===== src/rtl/wb_port_arbiter_pkg.sv =====
// Shared types for the register-file write-port arbiter.
// State encoding, datapath widths and the buffered write-request record.
package wb_port_arbiter_pkg;

   localparam int REG_ADDR_W = 5;
   localparam int DATA_W     = 32;

   typedef enum logic {
      PIPE_PRI = 1'b0,
      FORCE    = 1'b1
   } arb_state_e;

   typedef struct packed {
      logic [REG_ADDR_W-1:0] rn;
      logic [DATA_W-1:0]     data;
   } wr_req_t;

endpackage


===== src/rtl/wb_result_fifo.sv =====
// Synchronous FIFO for mult/div write requests.
// Full is independent of a same-cycle pop; no write-to-read bypass.
module wb_result_fifo
   import wb_port_arbiter_pkg::*;
#(
   parameter int DEPTH = 2,
   localparam int AW = $clog2(DEPTH)
) (
   input  logic          clk_i,
   input  logic          rst_i,
   input  logic          push_i,
   input  wr_req_t       wdata_i,
   input  logic          pop_i,
   output wr_req_t       rdata_o,
   output logic          full_o,
   output logic          empty_o,
   output logic [AW:0]   count_o
);

   wr_req_t       mem_q [DEPTH];
   logic [AW-1:0] wr_ptr_q, wr_ptr_d;
   logic [AW-1:0] rd_ptr_q, rd_ptr_d;
   logic [AW:0]   cnt_q, cnt_d;
   logic          do_push, do_pop;

   assign full_o  = (cnt_q == (AW+1)'(DEPTH));
   assign empty_o = (cnt_q == '0);
   assign count_o = cnt_q;
   assign rdata_o = mem_q[rd_ptr_q];

   assign do_push = push_i && !full_o;
   assign do_pop  = pop_i && !empty_o;

   always_comb begin
      wr_ptr_d = wr_ptr_q;
      rd_ptr_d = rd_ptr_q;
      cnt_d    = cnt_q;
      if (do_push) wr_ptr_d = wr_ptr_q + 1'b1;
      if (do_pop)  rd_ptr_d = rd_ptr_q + 1'b1;
      unique case ({do_push, do_pop})
         2'b10:   cnt_d = cnt_q + 1'b1;
         2'b01:   cnt_d = cnt_q - 1'b1;
         default: cnt_d = cnt_q;
      endcase
   end

   always_ff @(posedge clk_i) begin
      if (rst_i) begin
         wr_ptr_q <= '0;
         rd_ptr_q <= '0;
         cnt_q    <= '0;
      end else begin
         wr_ptr_q <= wr_ptr_d;
         rd_ptr_q <= rd_ptr_d;
         cnt_q    <= cnt_d;
      end
   end

   always_ff @(posedge clk_i) begin
      if (do_push) mem_q[wr_ptr_q] <= wdata_i;
   end

endmodule


===== src/rtl/wb_port_arbiter.sv =====
// Register-file write-port arbiter: pipeline writeback has priority,
// buffered mult/div results fill idle slots or force a stalled drain.
module wb_port_arbiter
   import wb_port_arbiter_pkg::*;
#(
   parameter int FIFO_DEPTH   = 2,
   parameter int STARVE_LIMIT = 4
) (
   input  logic                  clk,
   input  logic                  rst,
   input  logic                  wb_wreg,
   input  logic [REG_ADDR_W-1:0] wb_rn,
   input  logic [DATA_W-1:0]     wb_data,
   input  logic                  mc_valid,
   output logic                  mc_ready,
   input  logic [REG_ADDR_W-1:0] mc_rn,
   input  logic [DATA_W-1:0]     mc_data,
   output logic                  rf_we,
   output logic [REG_ADDR_W-1:0] rf_wn,
   output logic [DATA_W-1:0]     rf_d,
   output logic                  stall_req,
   output logic                  busy
);

   localparam int CW   = $clog2(STARVE_LIMIT + 1);
   localparam int CNTW = $clog2(FIFO_DEPTH) + 1;

   arb_state_e            state_q;
   logic [CW-1:0]         cnt_q, cnt_d;
   logic                  rf_we_q, stall_q;
   logic [REG_ADDR_W-1:0] rf_wn_q;
   logic [DATA_W-1:0]     rf_d_q;

   wr_req_t   head, sel;
   logic      full, empty, push, pop, sel_v;
   logic      pipe_wr, last_pop, starve;
   logic [CNTW-1:0] occ;

   assign push     = mc_valid && !full;
   assign mc_ready = !full;
   assign busy     = !empty;
   assign pipe_wr  = wb_wreg && (wb_rn != '0);

   wb_result_fifo #(.DEPTH(FIFO_DEPTH)) u_fifo (
      .clk_i   (clk),
      .rst_i   (rst),
      .push_i  (push),
      .wdata_i ('{rn: mc_rn, data: mc_data}),
      .pop_i   (pop),
      .rdata_o (head),
      .full_o  (full),
      .empty_o (empty),
      .count_o (occ)
   );

   always_comb begin
      pop   = 1'b0;
      sel_v = 1'b0;
      sel   = '0;
      unique case (state_q)
         FORCE: begin
            pop   = !empty;
            sel_v = !empty;
            sel   = head;
         end
         default: begin
            if (pipe_wr) begin
               sel_v = 1'b1;
               sel   = '{rn: wb_rn, data: wb_data};
            end else if (!empty) begin
               pop   = 1'b1;
               sel_v = 1'b1;
               sel   = head;
            end
         end
      endcase
   end

   // Counter clears on any pop or empty FIFO; saturates at the limit.
   always_comb begin
      cnt_d = cnt_q;
      if (empty || pop)
         cnt_d = '0;
      else if (cnt_q != CW'(STARVE_LIMIT))
         cnt_d = cnt_q + 1'b1;
   end

   assign last_pop = pop && (occ == CNTW'(1)) && !push;
   assign starve   = (state_q == PIPE_PRI) && !empty && !pop
                     && (cnt_q == CW'(STARVE_LIMIT - 1));

   always_ff @(posedge clk) begin
      if (rst) begin
         state_q <= PIPE_PRI;
         cnt_q   <= '0;
         rf_we_q <= 1'b0;
         rf_wn_q <= '0;
         rf_d_q  <= '0;
         stall_q <= 1'b0;
      end else begin
         rf_we_q <= sel_v && (sel.rn != '0);
         if (sel_v) begin
            rf_wn_q <= sel.rn;
            rf_d_q  <= sel.data;
         end
         cnt_q <= cnt_d;
         unique case (state_q)
            FORCE: begin
               if (empty || last_pop) begin
                  state_q <= PIPE_PRI;
                  stall_q <= 1'b0;
                  cnt_q   <= '0;
               end
            end
            default: begin
               if (starve) begin
                  state_q <= FORCE;
                  stall_q <= 1'b1;
               end
            end
         endcase
      end
   end

   assign rf_we     = rf_we_q;
   assign rf_wn     = rf_wn_q;
   assign rf_d      = rf_d_q;
   assign stall_req = stall_q;

endmodule


===== config.mk =====
export PLATFORM = sky130hd
export DESIGN_NAME = wb_port_arbiter
export DESIGN_NICKNAME = d
export VERILOG_FILES = /design/src/rtl/wb_port_arbiter_pkg.sv /design/src/rtl/wb_result_fifo.sv /design/src/rtl/wb_port_arbiter.sv
export SDC_FILE = /design/constraint.sdc
export NUM_CORES = 1
export LEC_CHECK = 0
export CAP_MARGIN = 20
export CELL_PAD_IN_SITES_DETAIL_PLACEMENT = 1
export CELL_PAD_IN_SITES_GLOBAL_PLACEMENT = 2
export CORE_ASPECT_RATIO = 2
export CORE_MARGIN = 2
export CORE_UTILIZATION = 33
export CTS_BUF_LIST = sky130_fd_sc_hd__clkbuf_4 sky130_fd_sc_hd__clkbuf_8
export DETAILED_ROUTE_END_ITERATION = 10
export MAX_ROUTING_LAYER = met4
export PLACE_DENSITY_LB_ADDON = 0.15
export SYNTH_ARGS = -nofsm -noshare
export SYNTH_HDL_FRONTEND = slang
export SYNTH_SLANG_ARGS = --single-unit

===== constraint.sdc =====
create_clock -name clk -period 3.8 [get_ports clk]
set_clock_uncertainty 0.05 [all_clocks]
set_input_delay 0.95 -clock clk [delete_from_list [all_inputs] [get_ports clk]]
set_output_delay 0.95 -clock clk [all_outputs]
set_load 0.01 [all_outputs]

# After elaboration in Yosys (flattened, before gate mapping)
# Memory sizes are Yosys's and may differ from the RTL's. A register that Yosys moved wholly into a read port is not among the register bits.
# Index checks and enable logic that the tools add are counted.
[totals]
ff_bits = 47
latch_bits = 0
ram_bits = 74
romBits = 0
in_bits = 78
out_inout_bits = 41
elab_cells = 68
n_memories = 1
[mem_list]
columns = ["name", "words", "width", "rd", "rd_clocked_by_memory_dff", "write_ports", "line_no", "source"]
rows = [
  ["u_fifo.mem_q", 2, 37, 1, 1, 1, "wb_result_fifo.sv:20", "wr_req_t mem_q [DEPTH];"],
]
[classes]
addsub = 5
mul = 0
div = 0
order_cmp = 0
n_eq_ne = 7
shifts = 0
mux = 23
n_bitwise = 1
n_reduce_logical = 22
[op_table]
columns = ["op", "n"]
rows = [
  ["two-way mux 37 bit", 3],
  ["two-way mux 1 bit", 15],
  ["two-way mux 3 bit", 4],
  ["logical AND 1 bit", 10],
  ["nonzero test 5 bit", 2],
  ["equality test 2 x 1 -> 1 bit, second input constant", 2],
  ["equality test 2 bit, second input constant", 2],
  ["logical NOT 1 bit", 4],
  ["one-hot mux 2 bit (2 select lines)", 1],
  ["nonzero test 2 bit", 2],
  ["adder 3 x 1 -> 3 bit, second input constant", 1],
  ["equality test 3 x 2 -> 1 bit, second input constant", 1],
  ["inequality test 3 bit, second input constant", 1],
  ["adder 1 bit, second input constant", 2],
  ["adder 2 x 1 -> 2 bit, second input constant", 1],
  ["logical NOT 2 bit", 1],
  ["logical OR 1 bit", 2],
  ["inequality test 2 x 1 -> 1 bit, second input constant", 1],
  ["AND reduction 2 bit", 1],
  ["subtractor 2 x 1 -> 2 bit, second input constant", 1],
  ["NOT 1 bit", 1],
]

# Logic depth before layout (Yosys ltp)
[depth]
ltp_word = 9
mapped_depth = 10
ltp_nobuf = 7

# Modules after synthesis
# From an unflattened synthesis, not the netlist that was laid out.
[unflattened]
cells_unflattened = 356
area_unflattened_um2 = 5013.6
[modules_own_cells]
columns = ["module", "instances", "cells_each", "area_each_um2", "seq_area_each_um2"]
rows = [
  ["wb_result_fifo", 1, 141, 2882.8, 2322.2],
  ["wb_port_arbiter", 1, 215, 2130.8, 860.8],
]

# Worst setup path before layout
# Ideal clock, no wire load.
[synth_path]
path_type = "input -> register"
startpoint = "input mc_valid"
endpoint = "memory u_fifo.mem_q[0][0] (netlist name), enable pin"
setup_time_ns = 0.431
arrival_time_ns = 2.650
required_ns = 3.319
path_slack_ns = 0.668
cell_stages = 2
n_path_buf = 0
path_cell_list = "nand2b_1 -> nor2_1"
[synth_via]
elab_chain_len = 4
[synth_rtl]
columns = ["item", "line_no", "source"]
rows = [
  ["start, declared", "wb_port_arbiter.sv:14", "input logic mc_valid,"],
  ["logical AND 1 bit", "wb_port_arbiter.sv:39", "assign push = mc_valid && !full;"],
  ["logical AND 1 bit", "wb_result_fifo.sv:31", "assign do_push = push_i && !full_o;"],
  ["two-way mux 1 bit", "wb_result_fifo.sv:60", "if (do_push) mem_q[wr_ptr_q] <= wdata_i;"],
  ["two-way mux 1 bit (not written as such)", "wb_result_fifo.sv:60", ""],
  ["end, declared", "wb_result_fifo.sv:20", ""],
]
# Every way passes these cells.

# Final worst setup path
[layout_path]
startpoint = "register u_fifo.cnt_q[0], in the netlist u_fifo.count_o[0]"
endpoint = "output busy"
[layout_via]
elab_chain_len = 2
[layout_rtl]
columns = ["item", "line_no", "source"]
rows = [
  ["start, declared", "wb_result_fifo.sv:23", "logic [AW:0] cnt_q, cnt_d;"],
  ["start signal, assigned", "wb_result_fifo.sv:55", "cnt_q <= cnt_d;"],
  ["logical NOT 2 bit", "wb_result_fifo.sv:27", "assign empty_o = (cnt_q == '0);"],
  ["logical NOT 1 bit", "wb_port_arbiter.sv:41", "assign busy = !empty;"],
  ["end, declared", "wb_port_arbiter.sv:22", "output logic busy"],
]
# Every way passes these cells.

==> reports/metrics.cfg <==
[status]
status=finished, final reports clean

[cells_and_area]
layout.cells.non_filler=716
final_cell_area_um2=6640
final_common_cell=clkdlybuf4s50_1
layout_common_cells=117 x clkdlybuf4s50_1, 74 x edfxtp_1, 71 x nand2_1, 47 x dfxtp_1, 35 x a21oi_1
insertedDiodeCount=0
synthToLayoutAreaGrowth_pct=37.7
nets=596
final_core_util_pct=46.2
final_layout_size_suffix_gt1_share_pct=9.73

[logic_synthesis]
syn_area_per_cell_um2=12.3
yosysWarningCount=0
syn_area_um2=4820
syn_nets=476
ys_ff_latch=122
synthCells=391
ys_seq_area_share_pct=66.0
synth.distinct_cells=34

[die]
core_um2=14400
io_pins=119
fp.dieW_um=89.5
fp.dieH_um=175
dieArea_um2=15600
num_rows=62
start_util_pct=33.6

[route]
viasPerCell=4.75
drc=0
wl_um=12700
avgRoutedWirePerCell_um=17.7
dr_total_vias=3400
ant_nets=0
first_iter_violations=150
drt-pass1-iter-count=4

[setup_path]
required_ps=2800
start_kind=flip-flop
end_kind=output port
cp.arrival_ps=2020
worstSetupPathType=reg -> out
critPathMaxFanout=13

[global_routing]
grt_start_max_net_pins=69
grt_antenna_before_repair=0
first_global_vias=3751
gr-total-overflow=0
grt_pass1_wl_um=19700
grt_use_total_pct=17.7

[timing]
hold_slack_ps=422
fin_tns_setup_ps=0
finalCritPeriodShare_pct=79.6
max-slew-margin-rel_pct=50.0
fin_ws_ps=775
worst_pin_slew_ps=750
period_minus_slack_ps=3020
final_hold_viol_count=0
drv_slew=0
setup_viol=0
rsz0062_at_grt=no
fmax_mhz=331

[pwr]
total_power_mw=4.18
power_density_nw_per_um2=630
leakage_nw=2.29
vdd_drop_max_v=0.000336

[cts]
cts_tree=yes
numCtsBuffers=17
ctsHoldBuffers=0
root_buffer=clkbuf_8
cts_setup_buffers=0
clkLatencyLatePin_ps=430
h-tree-depth=4
cts_buffer_depth=2
ctsResizeCount=0
cts.sinks=122
path_clk_slew_ps=70

[min_path]
hold_class=reg -> reg

[placed_design]
placed_area_um2=6220
dpl.hpwl_um=8670
placed_cells=684
place_congestion=0.735
post-place-ws_ps=572
port_buffers=118

[flow_run]
maxCapViolCount=0

## worst max-delay path, stage by stage, from the launching register on
cell and delay, ps:
dfxtp_1 400, inv_1 100, ha_1 400, inv_2 160
clkdlybuf4s50_1 550
## registers in the layout, summed over array words and instances, names as in the netlist, named ones only
| signal | cells |
|---|---|
| rf_d | 32 |
| u_fifo.wr_ptr_q | 1 |
| state_q | 1 |
| u_fifo.rd_ptr_q | 1 |
| rf_wn | 5 |
| cnt_q | 3 |
| rf_we | 1 |
| u_fifo.count_o | 2 |
| stall_req | 1 |
| u_fifo.mem_q | 74 |
## cells by family after synthesis
family | share of synthesized area [%]
buffers and inverters | 3.37
adders and majority gates | 1.82
muxes | 7.76
xor gates and xnor gates | 0.727
DFF | 66.0
AOI/OAI and AO/OA | 11.3
and+or+nand+nor | 8.93
## final cells by class
type                            instances  area (um2)
Inverter                                8        30.0
Clock buffer                           20         263
Sequential cell                       122        3180
Multi-Input combinational cell        235        1490
Clock inverter                         12         149
Fill cell                            1557        7710
Tap cell                              192         240
Timing Repair Buffer                  127        1280
## report_power, final
group          switching, mW  leakage (nW)  internal (mW)
sequential             0.117          1.09           1.65
clock                  0.517         0.201          0.676
combinational          0.683          1.00          0.532
## cell usage after synthesis
library cell	number	area, um2
a211oi_1	4	30.0
a21oi_1	35	175
a22oi_1	2	15.0
a31oi_1	1	6.26
and3_1	1	6.26
buf_2	10	50.1
buf_6	3	33.8
clkbuf_1	13	48.8
clkinv_1	1	3.75
dfxtp_1	48	961
edfxtp_1	74	2220
ha_1	7	87.6
inv_1	7	26.3
mux2_2	3	33.8
mux2i_1	34	340
nand2_1	71	267
nand2b_1	2	12.5
nand3_1	2	10.0
nor2_1	13	48.8
nor2b_1	2	12.5
nor3_1	1	5.00
nor4_1	6	37.5
o211ai_1	32	240
o21a_1	1	7.51
o21ai_0	4	20.0
o21ai_4	1	16.3
o21bai_1	3	22.5
o22ai_1	1	6.26
o31ai_1	1	7.51
or3_1	1	6.26
or4_1	2	15.0
or4b_2	1	10.0
xnor2_1	2	17.5
xor2_1	2	17.5
## metal layers
| layer | up-vias | track usage (%) | share of wire, % |
|---|---|---|---|
| li1 | 1661 | - | - |
| met1 | 1640 | 17.5 | 37 |
| met2 | 84 | 32.0 | 58 |
| met3 | 15 | 4.49 | 4.0 |
| met4 | 0 | 6.41 | 1.7 |
| met5 | - | - | 0 |
## worst paths after layout
kind | endpoint | startpoint | slack (ps) | cells after the start
hold / removal | state_q | state_q | 420 | 2
setup / recovery | busy | u_fifo.count_o[0] | 780 | 4
hold reg to reg | state_q | state_q | 420 | 2
setup reg to reg | rf_d[15] | u_fifo.count_o[0] | 1550 | 7
Note: power is estimated with default switching activity, not from simulation.
